<file path="config.mk">
export PLATFORM = sky130hd
export DESIGN_NAME = ofm_packer
export DESIGN_NICKNAME = d
export VERILOG_FILES = /design/src/rtl/ofm_packer.sv
export SDC_FILE = /design/constraint.sdc
export NUM_CORES = 1
export LEC_CHECK = 0
export ABC_AREA = 1
export BUFFER_PORTS_ARGS = -buffer_cell sky130_fd_sc_hd__buf_2
export CAP_MARGIN = 20
export CORE_MARGIN = 2
export CORE_UTILIZATION = 35
export DETAILED_ROUTE_END_ITERATION = 7
export SKIP_CTS_REPAIR_TIMING = 1
export SYNTH_ARGS = -nofsm -noshare
export SYNTH_HDL_FRONTEND = slang
export SYNTH_SLANG_ARGS = --single-unit
</file>
<file path="constraint.sdc">
create_clock -name clk -period 6.2 [get_ports clk]
set_clock_uncertainty 0.05 [all_clocks]
set_input_delay 0.62 -clock clk [delete_from_list [all_inputs] [get_ports clk]]
set_output_delay 0.62 -clock clk [all_outputs]
set_load 0.02 [all_outputs]
</file>
<file path="src/rtl/ofm_packer.sv">
// Packs activation bytes little-endian into OUTPUT_WIDTH words and queues them for a valid/ready consumer.
// Optional OFM_PACKER_OVF_EN adds a sticky ovf_flag output for words dropped on a full queue.

// Word queue: one-cycle push-to-head latency, push accepted when full only if a pop frees the slot.
module ofm_packer_fifo #(
  parameter int W     = 32,
  parameter int DEPTH = 16
) (
  input  logic         clk,
  input  logic         rst_n,
  input  logic         push,
  input  logic [W-1:0] push_dat,
  input  logic         pop,
  output logic [W-1:0] head_dat,
  output logic         empty,
  output logic         full
);
  localparam int AW = $clog2(DEPTH);

  logic [W-1:0] mem [DEPTH];
  logic [AW:0]  wr_ptr;
  logic [AW:0]  rd_ptr;
  logic         wr_en;
  logic         rd_en;

  // Extra MSB distinguishes full from empty when the index bits match.
  assign empty    = (wr_ptr == rd_ptr);
  assign full     = (wr_ptr[AW] != rd_ptr[AW]) && (wr_ptr[AW-1:0] == rd_ptr[AW-1:0]);
  assign rd_en    = pop && !empty;
  assign wr_en    = push && (!full || rd_en);
  assign head_dat = mem[rd_ptr[AW-1:0]];

  always_ff @(posedge clk or negedge rst_n) begin
    if (!rst_n) begin
      wr_ptr <= '0;
      rd_ptr <= '0;
    end else begin
      if (wr_en) wr_ptr <= wr_ptr + 1'b1;
      if (rd_en) rd_ptr <= rd_ptr + 1'b1;
    end
  end

  always_ff @(posedge clk) begin
    if (wr_en) mem[wr_ptr[AW-1:0]] <= push_dat;
  end
endmodule

// Packer top: word visible the cycle after its push edge; output held while out_ready is low.
module ofm_packer #(
  parameter int DATA_WIDTH   = 8,
  parameter int OUTPUT_WIDTH = 32,
  parameter int FIFO_DEPTH   = 16
) (
  input  logic                    clk,
  input  logic                    rst_n,
  input  logic                    start,
  input  logic [15:0]             num_outputs,
  input  logic                    ready_write,
  input  logic [DATA_WIDTH-1:0]   ofm_input,
  output logic [OUTPUT_WIDTH-1:0] MITO_output,
  output logic                    out_valid,
  input  logic                    out_ready,
  output logic                    ready_finish
`ifdef OFM_PACKER_OVF_EN
  ,
  output logic                    ovf_flag
`endif
);
  localparam int LANES = OUTPUT_WIDTH / DATA_WIDTH;
  localparam int LW    = (LANES > 1) ? $clog2(LANES) : 1;

  typedef enum logic [1:0] {IDLE, COLLECT, DRAIN, DONE} state_t;

  state_t                  state;
  state_t                  state_nxt;
  logic [15:0]             num_reg;
  logic [15:0]             cnt;
  logic [LW-1:0]           lane;
  logic [OUTPUT_WIDTH-1:0] acc;
  logic [OUTPUT_WIDTH-1:0] word_nxt;
  logic                    accept_start;
  logic                    wr_byte;
  logic                    last_byte;
  logic                    push;
  logic                    pop;
  logic                    fifo_empty;
  logic                    fifo_full;
  logic [OUTPUT_WIDTH-1:0] head;

  assign out_valid    = !fifo_empty;
  assign pop          = out_valid && out_ready;
  assign MITO_output  = out_valid ? head : '0;
  assign ready_finish = (state == DONE);
  assign last_byte    = ((cnt + 16'd1) == num_reg);

  always_ff @(posedge clk or negedge rst_n) begin
    if (!rst_n) state <= IDLE;
    else        state <= state_nxt;
  end

  always_comb begin
    state_nxt    = state;
    accept_start = 1'b0;
    wr_byte      = 1'b0;
    push         = 1'b0;
    word_nxt     = acc;
    for (int k = 0; k < LANES; k++) begin
      if (lane == LW'(k)) word_nxt[k*DATA_WIDTH +: DATA_WIDTH] = ofm_input;
    end
    case (state)
      IDLE, DONE: begin
        if (start) begin
          accept_start = 1'b1;
          state_nxt    = (num_outputs != 16'd0) ? COLLECT : DONE;
        end
      end
      COLLECT: begin
        if (ready_write) begin
          wr_byte = 1'b1;
          push    = last_byte || (lane == LW'(LANES - 1));
          if (last_byte) state_nxt = DRAIN;
        end
      end
      DRAIN: begin
        if (fifo_empty) state_nxt = DONE;
      end
      default: state_nxt = IDLE;
    endcase
  end

  // Accumulator is cleared after every push so a short final word has zero upper lanes.
  always_ff @(posedge clk or negedge rst_n) begin
    if (!rst_n) begin
      num_reg <= '0;
      cnt     <= '0;
      lane    <= '0;
      acc     <= '0;
    end else if (accept_start) begin
      num_reg <= num_outputs;
      cnt     <= '0;
      lane    <= '0;
      acc     <= '0;
    end else if (wr_byte) begin
      cnt <= cnt + 16'd1;
      if (push) begin
        lane <= '0;
        acc  <= '0;
      end else begin
        lane <= lane + LW'(1);
        acc  <= word_nxt;
      end
    end
  end

  ofm_packer_fifo #(
    .W     (OUTPUT_WIDTH),
    .DEPTH (FIFO_DEPTH)
  ) u_fifo (
    .clk      (clk),
    .rst_n    (rst_n),
    .push     (push),
    .push_dat (word_nxt),
    .pop      (pop),
    .head_dat (head),
    .empty    (fifo_empty),
    .full     (fifo_full)
  );

`ifdef OFM_PACKER_OVF_EN
  always_ff @(posedge clk or negedge rst_n) begin
    if (!rst_n)                              ovf_flag <= 1'b0;
    else if (accept_start)                   ovf_flag <= 1'b0;
    else if (push && fifo_full && !pop)      ovf_flag <= 1'b1;
  end
`else
  logic unused_full;
  assign unused_full = fifo_full;
`endif
endmodule

</file>
==> run summary <==
The flow ran to the end, and the final reports show no timing, DRC or antenna violations. The path type of the worst min-delay path was input port to flop. The worst path needs 4.42 ns of the cycle, external delays included.

Of all nets on the critical path, the largest fanout is 21. The number of nets handed over by synthesis was 1847. The final route contains 15000 vias. The transition time of the tightest slew-check pin was 1.33 ns; the count of unique library cells instantiated by Yosys was 37. The flop-to-flop setup slack came out at 1.78 ns. Of all cell types, the one taking the most synthesized area is sky130_fd_sc_hd__edfxtp_1. Launching point of the worst reg2reg path: cnt[0]. Post-synthesis area per instance: 13.6 µm². The I/O pin count was 63; the switching power was 0.00443 W. In this run the cell area measured after placement is 0.0258 mm². The floorplan has 96 rows.

Based on the critical path, the design can be clocked at up to 0.226 GHz. The most numerous cell in the Yosys netlist was sky130_fd_sc_hd__edfxtp_1. Setup violations remaining at the end of the flow were counted as 0. By count the netlist is led by sky130_fd_sc_hd__edfxtp_1 (512), sky130_fd_sc_hd__nand2_1 (198), sky130_fd_sc_hd__nor2_1 (153). Before antenna repair, the detailed router went through 6 iterations. For this run, the number of Yosys warnings is 0. In this run switching power makes up 35.8% of total power.

After clock tree synthesis, the clock-pin slew on the worst setup and hold paths is 0.06 ns. The logs give 2 for the count of H-tree levels built during CTS and 91500 µm for the wire length of the first global-routing pass. The die is 268 µm tall. The power density over the cells works out to 446 mW/mm². The tools report the final count of hold timing violations as 0. Final global-route overflow total: 0.

TritonCTS built the clock tree. The share of the synthesized netlist area taken by xor and xnor gates is 0.685%. In this run, the number of DRC markers left after iteration 0 of detailed routing was 1403.

The clock passes through at most 3 buffers. Of the total power, combinational logic draws 32.7%. The total count of max-transition violations in the final report was 0; the required time of the critical path was 6.46 ns. The tools report the clock sink total as 590. Sequential cells account for 39.1% of the total power. The critical path starts at cnt[0]. The startpoint identified for the worst hold timing path is num_outputs[12]. Once placement completed, the tool counted placed cells totaling 2709.

The initial core utilization is 35.5%. Using the TritonRoute via totals, the vias-per-cell ratio works out to 5.32. For the final routed database, the setup TNS stands at 0 ns. Synthesis inferred 590 register bits. VDD sags by at most 0.000408 V.

The number of buffers created by CTS is 59. Ranked by total cell area, the synthesized netlist is headed by sky130_fd_sc_hd__edfxtp_1 (63%), sky130_fd_sc_hd__dfrtp_1 (8.0%), sky130_fd_sc_hd__mux2i_1 (5.2%), sky130_fd_sc_hd__o221ai_1 (4.6%), sky130_fd_sc_hd__nand2_1 (3.0%). After detailed routing, the total wire length is 61100 µm. The finished layout holds 2823 standard cells, fillers aside.

The via count of the first global-routing pass was 14800; the post-route cell area was 0.0278 mm². The fill cell total of the finished layout was 6429; the flip-flop count of the largest register after layout was 512. The clock network burns 28.2% of the power.

The pin count of the biggest net entering global routing was 260; the reported leakage power was 9.73 nW. The fraction of the mapped netlist area in adder cells came out at 0.715%. The cell area that synthesis handed to floorplanning was 0.0245 mm². The area of combinational cells with multiple inputs is 0.00654 mm², and the number of synthesized flops with an enable pin is 512.

Power comes to 0.0124 W. Measured against its own limit, the worst slew margin works out to 11.1%. The most used flip-flop cell after synthesis is sky130_fd_sc_hd__edfxtp_1.

Counting flops with an async set or reset pin after synthesis yields a share of 13.2%. For the total DRC errors in the routed layout, the log shows 0. Input and output buffers added on the ports amount to 62. The width of the chip is 268 µm, and the full die area is 0.0721 mm². The area added between synthesis and finish came out at 13.4%. Setup repair after global routing left no endpoint under its margin. In the final routed layout, each cell accounts on average for 21.6 µm. Detailed placement ended at an HPWL of 33000 µm. STA puts the critical path data arrival time at 4.68 ns. The fraction of final layout cells with drive strength greater than 1 is 13.4%, and the initial antenna violation count is 3.

The post-route fraction of the period consumed by the critical path came out at 71.4%. After synthesis, flip-flops and latches occupy 70.8% of the total area. The portion of synthesized area spent on multiplexers is 6.70%. Across the whole layout, storage elements account for 0.0173 mm². The synthesized netlist devotes 8.63% of its cell area to compound gates. Simple-gate share of the synthesized area: 9.61%. The run gives 1804 as the synthesized instance count. The kind of launch point of the worst setup path is a flop.

Clock insertion delay at the later pin of the skew report: 0.63 ns. The run gives 0 as the reported max-cap violation count. The net count of the finished layout is 1884.

The critical path in this run is classified as flop to flop. The worst setup path is captured at a flop. The fraction of post-synthesis cell area in the top cell type by area is 62.8%, and the core outline area is 0.0689 mm². At the end of routability-driven placement, the weighted congestion stood at 0.851. Internal power comes to 0.00796 W. The remaining number of nets flagged by the antenna check after routing is 0. Dominant combinational cell family by area after synthesis: simple AND/OR/NAND/NOR gates.

The tools report the clock root buffer as sky130_fd_sc_hd__clkbuf_16. Across every metal layer, demand over resource in global routing totals 16.9%.
## layout by cell type, fill, tap and decap left out, types with 18 or more instances in the layout
cell type	n
sky130_fd_sc_hd__clkinv_1	18
sky130_fd_sc_hd__nand3_1	123
sky130_fd_sc_hd__inv_1	46
sky130_fd_sc_hd__a21oi_1	42
sky130_fd_sc_hd__o221ai_1	128
sky130_fd_sc_hd__buf_2	61
sky130_fd_sc_hd__buf_4	25
sky130_fd_sc_hd__mux2i_1	128
sky130_fd_sc_hd__mux2_2	32
sky130_fd_sc_hd__dfrtp_1	74
sky130_fd_sc_hd__nor2_4	19
sky130_fd_sc_hd__nand2_1	198
sky130_fd_sc_hd__nor2_1	153
sky130_fd_sc_hd__clkbuf_16	60
sky130_fd_sc_hd__o21ai_0	138
sky130_fd_sc_hd__edfxtp_1	512
## per-layer routing
metal / wire, µm / vias up / part of all wire, % / global-route usage, %
met5: 16 / - / 0.026 / 0
met4: 1180 / 2 / 1.9 / 4.13
met3: 4570 / 81 / 7.5 / 3.43
met2: 28600 / 520 / 47 / 26.9
met1: 26700 / 7561 / 44 / 23.6
li1: - / 6857 / - / -
## per-stage QoR
stage | util, % | setup WS, ns | hold WS [ns]
5_1_grt | 40.3 | 1.45 | 0.193
6_report | 40.3 | 1.78 | 0.209
3_3_place_gp | 37.4 | 1.84 | 0.409
3_5_place_dp | 37.4 | 1.78 | 0.412
2_1_floorplan | - | 3.07 | 0.274
4_1_cts | 40.2 | 1.55 | 0.164
## worst max-delay path, stage by stage (launching register included)
cell	delay (ns)
sky130_fd_sc_hd__dfrtp_1	0.45
sky130_fd_sc_hd__ha_1	0.23
sky130_fd_sc_hd__nand2_1	0.13
sky130_fd_sc_hd__nor2_2	0.21
sky130_fd_sc_hd__nand3_1	0.10
sky130_fd_sc_hd__nand2_1	0.08
sky130_fd_sc_hd__nand2_1	0.07
sky130_fd_sc_hd__nand2_1	0.07
sky130_fd_sc_hd__nand2_1	0.07
sky130_fd_sc_hd__nor2_1	0.10
sky130_fd_sc_hd__nand2_1	0.08
sky130_fd_sc_hd__nor2_2	0.09
sky130_fd_sc_hd__nand2_2	0.08
sky130_fd_sc_hd__nand2_4	0.12
sky130_fd_sc_hd__nand3_2	0.75
sky130_fd_sc_hd__nor2_4	1.05
sky130_fd_sc_hd__buf_4	0.38
## final timing paths
check / endpoint / cells after the start
max: u_fifo.mem[6][3] / 16
min: num_reg[12] / 2
max reg2reg: u_fifo.mem[6][3] / 16
min reg2reg: acc[17] / 2
max in group asynchronous: u_fifo.rd_ptr[0] / 3
min in group asynchronous: acc[25] / 2
## final cells by class
| class | count | area share [%] |
|---|---|---|
| clock buffer | 74 | 5.60 |
| antenna | 1 | 0.00901 |
| timing repair buffer | 92 | 2.23 |
| inverter | 53 | 0.730 |
| multi-input combinational | 1045 | 23.5 |
| tap | 931 | 4.20 |
| sequential | 590 | 62.4 |
| clock inverter | 37 | 1.28 |
## power by group through the flow
stage                     Sequential [W]  Combinational [W]  Clock, W
after detailed placement         0.00492            0.00407         0
after floorplan                  0.00484            0.00280         0
after CTS                        0.00484            0.00408   0.00356
final                            0.00484            0.00405   0.00350
after global routing             0.00486            0.00442   0.00372
after global placement           0.00492            0.00400         0
## cell families after synthesis
kind of cell | count (synthesis)
multiplexers | 160
flip-flops | 590
AO/OA/AOI/OAI | 321
buffers and inverters | 169
AND/OR/NAND/NOR | 534
adder cells (fa/ha/maj) | 14
XOR/XNOR | 16
No activity file was read; power rests on OpenSTA's default activity.
